--- src/rtl/uart_tx_lfsr.sv ---
// -----------------------------------------------------------------------------
// uart_tx_lfsr
//
// Byte-oriented UART transmitter with a free-running 8-bit LFSR test-pattern
// generator. Bytes arrive over a valid/ready handshake and are serialised onto
// an idle-high line: start bit, 8 data bits LSB first, optional even parity
// bit, and a stop bit. Each bit lasts CLKS_PER_BIT clocks.
//
// The LFSR (x^8+x^6+x^5+x^4+1, Fibonacci, shifting left) advances on every
// clock edge outside reset. It is exposed on lfsr_data so it can be looped
// back into tx_data for link bring-up.
//
// Build option:
//   UART_TX_PARITY_EN  - when defined, an even-parity bit is sent between
//                        data bit 7 and the stop bit (11-bit frame).
//                        When undefined, the frame is plain 8N1 (10 bits).
//
// Ports:
//   clk            in   clock
//   rst            in   synchronous active-high reset
//   tx_data[7:0]   in   byte to send, sampled only at handshake
//   tx_data_valid  in   tx_data is valid
//   tx_data_ready  out  transmitter idle and able to accept a byte (registered)
//   UART_TX        out  serial line, idle high (registered)
//   lfsr_data[7:0] out  current LFSR state
// -----------------------------------------------------------------------------
module uart_tx_lfsr #(
  parameter int         CLK_FREQ     = 50_000_000,
  parameter int         BAUD_RATE    = 115200,
  parameter int         CLKS_PER_BIT = CLK_FREQ / BAUD_RATE,
  parameter logic [7:0] LFSR_SEED    = 8'h01
) (
  input  logic       clk,
  input  logic       rst,
  input  logic [7:0] tx_data,
  input  logic       tx_data_valid,
  output logic       tx_data_ready,
  output logic       UART_TX,
  output logic [7:0] lfsr_data
);

  localparam int               CNT_W    = $clog2(CLKS_PER_BIT);
  localparam logic [CNT_W-1:0] CNT_LAST = CNT_W'(CLKS_PER_BIT - 32'sd1);
  localparam logic [CNT_W-1:0] CNT_ONE  = CNT_W'(32'd1);
  localparam logic [CNT_W-1:0] CNT_ZERO = {CNT_W{1'b0}};
  // An all-zero seed would lock the LFSR, so it is replaced.
  localparam logic [7:0]       SEED_EFF = (LFSR_SEED == 8'h00) ? 8'h01 : LFSR_SEED;

  typedef enum logic [2:0] {
    ST_IDLE   = 3'd0,
    ST_START  = 3'd1,
    ST_DATA   = 3'd2,
`ifdef UART_TX_PARITY_EN
    ST_PARITY = 3'd3,
`endif
    ST_STOP   = 3'd4
  } state_t;

  // Next LFSR value: taps 7,5,4,3 fed back into bit 0.
  function automatic logic [7:0] lfsr_step(input logic [7:0] cur);
    return {cur[6:0], cur[7] ^ cur[5] ^ cur[4] ^ cur[3]};
  endfunction

`ifdef UART_TX_PARITY_EN
  // Even parity over a byte: 1 when the byte has an odd number of ones.
  function automatic logic even_parity(input logic [7:0] b);
    return ^b;
  endfunction
`endif

  state_t           state_r, state_s;
  logic [CNT_W-1:0] cnt_r, cnt_s;
  logic [2:0]       idx_r, idx_s;
  logic [7:0]       shreg_r, shreg_s;
  logic             tx_r, tx_s;
  logic             ready_r, ready_s;
  logic [7:0]       lfsr_r;
  logic             baud_done_s;

  assign UART_TX       = tx_r;
  assign tx_data_ready = ready_r;
  assign lfsr_data     = lfsr_r;

  // Free-running pattern generator.
  always_ff @(posedge clk) begin
    if (rst) begin
      lfsr_r <= SEED_EFF;
    end else begin
      lfsr_r <= lfsr_step(lfsr_r);
    end
  end

  // Next-state, counters and next output values. Outputs are derived from the
  // next state so the registered line changes on the same edge as the state.
  always_comb begin
    state_s     = state_r;
    cnt_s       = cnt_r;
    idx_s       = idx_r;
    shreg_s     = shreg_r;
    tx_s        = 1'b1;
    ready_s     = 1'b0;
    baud_done_s = (cnt_r == CNT_LAST);

    case (state_r)
      ST_IDLE: begin
        // ready_r guarantees the first post-reset edge cannot accept a byte.
        if (tx_data_valid && ready_r) begin
          state_s = ST_START;
          shreg_s = tx_data;
          cnt_s   = CNT_ZERO;
          idx_s   = 3'd0;
        end else begin
          cnt_s   = CNT_ZERO;
          idx_s   = 3'd0;
        end
      end
      ST_START: begin
        if (baud_done_s) begin
          state_s = ST_DATA;
          cnt_s   = CNT_ZERO;
          idx_s   = 3'd0;
        end else begin
          cnt_s   = cnt_r + CNT_ONE;
        end
      end
      ST_DATA: begin
        if (baud_done_s) begin
          cnt_s = CNT_ZERO;
          if (idx_r == 3'd7) begin
`ifdef UART_TX_PARITY_EN
            state_s = ST_PARITY;
`else
            state_s = ST_STOP;
`endif
            idx_s   = 3'd0;
          end else begin
            idx_s   = idx_r + 3'd1;
          end
        end else begin
          cnt_s = cnt_r + CNT_ONE;
        end
      end
`ifdef UART_TX_PARITY_EN
      ST_PARITY: begin
        if (baud_done_s) begin
          state_s = ST_STOP;
          cnt_s   = CNT_ZERO;
        end else begin
          cnt_s   = cnt_r + CNT_ONE;
        end
      end
`endif
      ST_STOP: begin
        if (baud_done_s) begin
          state_s = ST_IDLE;
          cnt_s   = CNT_ZERO;
        end else begin
          cnt_s   = cnt_r + CNT_ONE;
        end
      end
      default: begin
        state_s = ST_IDLE;
        cnt_s   = CNT_ZERO;
        idx_s   = 3'd0;
      end
    endcase

    case (state_s)
      ST_IDLE: begin
        tx_s    = 1'b1;
        ready_s = 1'b1;
      end
      ST_START: begin
        tx_s    = 1'b0;
      end
      ST_DATA: begin
        tx_s    = shreg_s[idx_s];
      end
`ifdef UART_TX_PARITY_EN
      ST_PARITY: begin
        tx_s    = even_parity(shreg_s);
      end
`endif
      ST_STOP: begin
        tx_s    = 1'b1;
      end
      default: begin
        tx_s    = 1'b1;
        ready_s = 1'b0;
      end
    endcase
  end

  // Transmitter state and registered outputs; reset aborts any frame.
  always_ff @(posedge clk) begin
    if (rst) begin
      state_r <= ST_IDLE;
      cnt_r   <= CNT_ZERO;
      idx_r   <= 3'd0;
      shreg_r <= 8'h00;
      tx_r    <= 1'b1;
      ready_r <= 1'b0;
    end else begin
      state_r <= state_s;
      cnt_r   <= cnt_s;
      idx_r   <= idx_s;
      shreg_r <= shreg_s;
      tx_r    <= tx_s;
      ready_r <= ready_s;
    end
  end

endmodule

--- config.mk ---
export PLATFORM = sky130hd
export DESIGN_NAME = uart_tx_lfsr
export DESIGN_NICKNAME = d
export VERILOG_FILES = /design/src/rtl/uart_tx_lfsr.sv
export SDC_FILE = /design/constraint.sdc
export NUM_CORES = 1
export LEC_CHECK = 0
export BUFFER_PORTS_ARGS = -buffer_cell sky130_fd_sc_hd__buf_2
export CELL_PAD_IN_SITES_DETAIL_PLACEMENT = 1
export CELL_PAD_IN_SITES_GLOBAL_PLACEMENT = 1
export CORE_MARGIN = 3
export CORE_UTILIZATION = 30
export CTS_CLUSTER_SIZE = 24
export DETAILED_ROUTE_END_ITERATION = 6
export PLACE_DENSITY_LB_ADDON = 0.1
export RECOVER_POWER = 100
export SYNTH_ARGS = -nofsm -noshare
export SYNTH_HDL_FRONTEND = slang
export SYNTH_SLANG_ARGS = --single-unit
--- constraint.sdc ---
create_clock -name clk -period 2.15 [get_ports clk]
set_input_delay 0.43 -clock clk [delete_from_list [all_inputs] [get_ports clk]]
set_output_delay 0.43 -clock clk [all_outputs]
set_load 0.005 [all_outputs]
; Yosys cells after proc, flatten, opt, wreduce, memory -nomap -nowiden
; Index checks and enable logic that the tools add are counted.
[totals]
ff_bits = 33
latchBits = 0
ram_bits = 0
rom_bits = 0
in_bits = 11
wordCells = 42
memories = 0
[classes]
addsub = 2
multipliers = 0
div_mod_pow = 0
magnitude_cmp = 1
n_eq_ne = 7
shifts = 0
mux = 16
bitwise_logic = 4
n_reduce_logical = 5
[op_table]
columns = operator, count
row1 = $mux W3, 8
row2 = $mux W8, 2
row3 = $pmux W3 S4, 1
row4 = $add A9 B1 Y9 const B, 1
row5 = $eq A9 B9 Y1 const B, 1
row6 = $pmux W3 S3, 1
row7 = $eq A3 B1 Y1 const B, 2
row8 = $eq A3 B2 Y1 const B, 2
row9 = $eq A3 B3 Y1 const B, 2
row10 = $logic_not A3 Y1, 2
row11 = $reduce_or A3 Y1, 2
row12 = $lt A3 B4 Y1 const B, 1
row13 = $add A3 B1 Y3 const B, 1
row14 = $bmux W1 S3, 1
row15 = $xor A1 B1 Y1, 3
row16 = $mux W1, 2
row17 = $pmux W1 S2, 1
row18 = $logic_and A1 B1 Y1, 1
row19 = $not A1 Y1, 1

; Longest topological paths before layout
[logic_depth]
ltp_word = 7
depth_mapped = 8
ltp_nobuf = 8

; Least setup slack after synthesis
; No wires, ideal clock.
[synth_timing]
path_kind = reg2reg
startpoint = register idx_r[0]
endpoint = register tx_r, in the netlist UART_TX
arrival_time_ns = 1.746
t_required_ns = 2.015
slack_ns = 0.270
stages_incl_launch_ff = 8
synth_period_minus_slack_ns = 1.880
cell_sequence = dfxtp_1 > ha_1 > nor4bb_1 > nand3_1 > nand3_4 > mux2_4 > o311ai_2 > o211ai_1
[synth_between]
elab_chain_cells = 7
[synth_rtl]
columns = item, line_no
row1 = from (decl), 73  ; logic [2:0] idx_r, idx_s;
row2 = from (signal assigned), 206  ; idx_r <= idx_s;
row3 = $add A3 B1 Y3 / $eq A3 B3 Y1 (equally long branches), "137, 129"
row4 = $mux W3, 129  ; if (idx_r == 3'd7) begin
row5 = $mux W3, 127  ; if (baud_done_s) begin
row6 = $pmux W3 S3, 104  ; case (state_r)
row7 = $bmux W1 S3, 177  ; tx_s = shreg_s[idx_s];
row8 = $mux W1 (implied by the code), 177
row9 = $pmux W1 S2 (*), 168  ; case (state_s)
row10 = to (signal assigned), 208  ; tx_r <= tx_s;
row11 = to (decl), 75  ; logic tx_r, tx_s;
; Every way passes the cells marked *; elsewhere a longest branch is shown, timed or not. The select of a mux whose other input is x is not followed.
; A chain may end at the register's enable or synchronous reset.

; Worst setup path in the final report
; Ends and elaborated chain as after synthesis.

==> metrics.md <==
| Metric | Value |
|---|---|
| Slew margin rel. | 31.4% |
| Comb pwr share | roughly 6.6% |
| Crit end category | flop |
| Hold path startpoint | tx_data[2] |
| Peak VDD IR | 0.303 mV |
| HP Class | in2reg |
| Area of the mapped netlist | between 1500 and 2000 um2 |
| Crit share post-route | between 90 and 100% |
| Die Y | approximately 78 um |
| Net count, final | 216 |
| RD Place Congestion | roughly 0.77 |
| # IOs | 21 |
| Routed wire per std cell | 14.5 um |
| Post-synthesis average cell area | 9.26 um2 |
| Share of flip-flops with an asynchronous set or reset | 0% |
| NetSw | 0.279 mW |
| Drt pass-1 iters | 4 |
| Seq/Total Area, Yosys | 42.0% |
| PwrDens | 618 nW/um2 |
| Global-route wire length before repair | 6500 um |
| Hold Vio Cnt, Final | 0 |
| Yosys top cell by area | dfxtp_1 |
| Worst Path Required | 2310 ps |
| Vias in the first global route | 1325 |
| Share of layout cells above drive strength 1 | 25.9% |
| Hold Buf Count CTS | 0 |
| LEAKAGE | 0.749 nW |
| Detailed Place HPWL | 2830 um |
| Layout Skew | ~7 ps |
| Row cnt | 25 |
| Slew @ Worst Pin | between 1000 and 1500 ps |
| CP max FO | 5 |
| Total gr overflow | 0 |
| Vias per inst | 4.86 |
| Clock slew at reported path FFs | 70 ps |
| Reg2Reg Depth | 7 |
| Clk buf depth | 2 |
| FF-to-FF End | UART_TX$_SDFF_PP1_ |
| Max Freq | 487 MHz |
| Number of DRC markers in iteration 0 | between 50 and 60 |
| Crit path launch type | flop |
| Net Sw Frac | 23.3% |
| Most common cell in the netlist | dfxtp_1 |
| Worst reg2reg path startpoint | idx_r[0]$_SDFF_PP0_ |
| Yosys reg bits | 33 |
| Post-synth top cells | dfxtp_1 (33), nand2_1 (20), nor2_1 (18), a21oi_1 (11), nor2b_1 (10) |
| Synthesized instance count | between 150 and 200 |
| CTS root buffer | clkbuf_8 |
| Synth top area cells | dfxtp_1 (42%), nand2_1 (4.8%), nor2_1 (4.3%) |
| Final WS setup | 97.9 ps |
| Worst setup path class | reg2reg |
| WHS Endpoint | shreg_r[2]$_SDFF_PP0_ |
| Antenna Nets Post-Route | 0 |
| Max Cap Viol | 0 |
| Synth cell types | 42 |
| Die area | 6150 um2 |
| Slew Viols, Final | 0 |
| Post-synth EDFFs | 0 |
| Setup violators final | 0 |
| Internal power | 0.918 mW |
| Num CTS Buffers | 5 |
| H-tree depth | 2 |
| Vias | 1303 |
| R2r setup slk | 100 ps |
| Worst Hold Path Cells | 3 |
| Final instance area | 1940 um2 |
| Width of the chip | 78.4 um |
| Non-Filler Instances | 268 |
| Post-synth top flop | dfxtp_1 |
| Worst slack, placed | 63.3 ps |
| CTS sink count | 33 |
| CTS tree | done |
| # port buffers | 20 |
| Syn. warnings | 0 |
| Syn_nets | 185 |
| Largest net degree at the start of global routing | 25 |
| Arrival @ worst endpoint | 2220 ps |
| CORE AREA | 4880 um2 |
| Post-Route WL | 3880 um |
| Area Overhead vs Synth | 23.1% |
| Total GRT Usage | 13.6% |
| Worst-skew pair later-pin latency | 280 ps |
| Status | finished clean |
| Setup TNS | 0 ps |
| Final min period | between 2000 and 2500 ps |
| Final total power | 1.20 mW |
| Dpl cells | around 260 |
| Antenna violations before repair | 0 |
| DRC | 0 |
| Sequential share of power | a little over half |
| Cell Area, Placed | approximately 1800 um2 |
| Share of the synthesized area in the top cell type | 42.0% |
| Antenna Diode Count | 0 |
| Initial core utilization | 32.3% |
| Clock Power Share | between 30% and 40% |
==> registers in the layout, indices dropped and copies added (netlist names) <==
signal         cells
tx_data_ready      1
state_r            3
lfsr_data          8
idx_r              3
UART_TX            1
cnt_r              9
shreg_r            8
==> cells by family after synthesis <==
group | synth area share, %
xor+xnor | 5.56
fa+ha+maj | 3.18
simple gates | 29.5
flops | 42.0
mux | 2.38
buf+inv | 3.58
compound gates | 13.8
==> per-stage QoR <==
stage	utilization (%)	hold WS [ps]
global route	39.7	380
detailed placement	36.2	447
global placement	36.2	440
CTS	37.9	373
finish	39.7	379
floorplan	-	433
==> critical path, cell delays in order (launching register included) <==
cell      delay (ps)
dfxtp_4          370
ha_4             250
nor4bb_2         260
nand3_1          190
nand3_4          150
mux2_4           320
o311ai_4         270
o211ai_1         120
==> layout by cell type (no fill, tap or decap), types with 4 or more instances in the layout <==
master,count
dfxtp_1,30
nand2_1,20
nor2_1,18
buf_2,14
a21oi_1,11
nor2b_1,10
buf_4,10
clkbuf_1,8
o211ai_1,6
nand3_1,6
xor2_1,6
clkbuf_8,6
inv_1,5
nand4_1,4
xnor2_1,4
==> layout make-up <==
cell class / instances / area, um2
multi-input cells: 125 / 910
inverters: 5 / 18.8
flip-flops and latches: 33 / 667
clock buffers: 7 / 86.3
repair buffers: 31 / 171
well taps: 67 / 83.8
fillers: 599 / 2940
==> power by group through the flow <==
stage / logic (mW) / registers, mW / clock network (mW)
after detailed placement: 0.0807 / 0.658 / 0
after CTS: 0.0808 / 0.644 / 0.492
after global placement: 0.0783 / 0.657 / 0
after floorplan: 0.0458 / 0.655 / 0
after global routing: 0.0892 / 0.645 / 0.521
final: 0.0788 / 0.643 / 0.475
==> metal layers <==
metal | GRT usage, % | part of all wire [%] | vias to the layer above
met5 | 0 | 0 | -
met4 | 4.20 | 1.2 | 0
met3 | 3.90 | 3.6 | 6
met2 | 22.5 | 48 | 14
met1 | 17.1 | 47 | 623
li1 | - | - | 660
==> worst max-delay path by stage <==
stage / startpoint / end / slack [ps] / cells after the start
detailed placement: cnt_r[0]$_SDFF_PP0_ / UART_TX$_SDFF_PP1_ / 60 / 7
CTS: idx_r[0]$_SDFF_PP0_ / UART_TX$_SDFF_PP1_ / 20 / 7
global route: cnt_r[1]$_SDFF_PP0_ / UART_TX$_SDFF_PP1_ / -10 / 8
finish: idx_r[0]$_SDFF_PP0_ / UART_TX$_SDFF_PP1_ / 100 / 7
global placement: idx_r[0]$_SDFF_PP0_ / UART_TX$_SDFF_PP1_ / 190 / 7
floorplan: idx_r[0]$_SDFF_PP0_ / UART_TX$_SDFF_PP1_ / 270 / 7
==> timing repair <==
item                                    in CTS  in global routing
buffers inserted                             0                  5
endpoints found under the setup margin       0                  1
hold endpoints to repair                     0                  0
gates resized for setup                      0                 12
No activity file was read; power rests on OpenSTA's default activity.
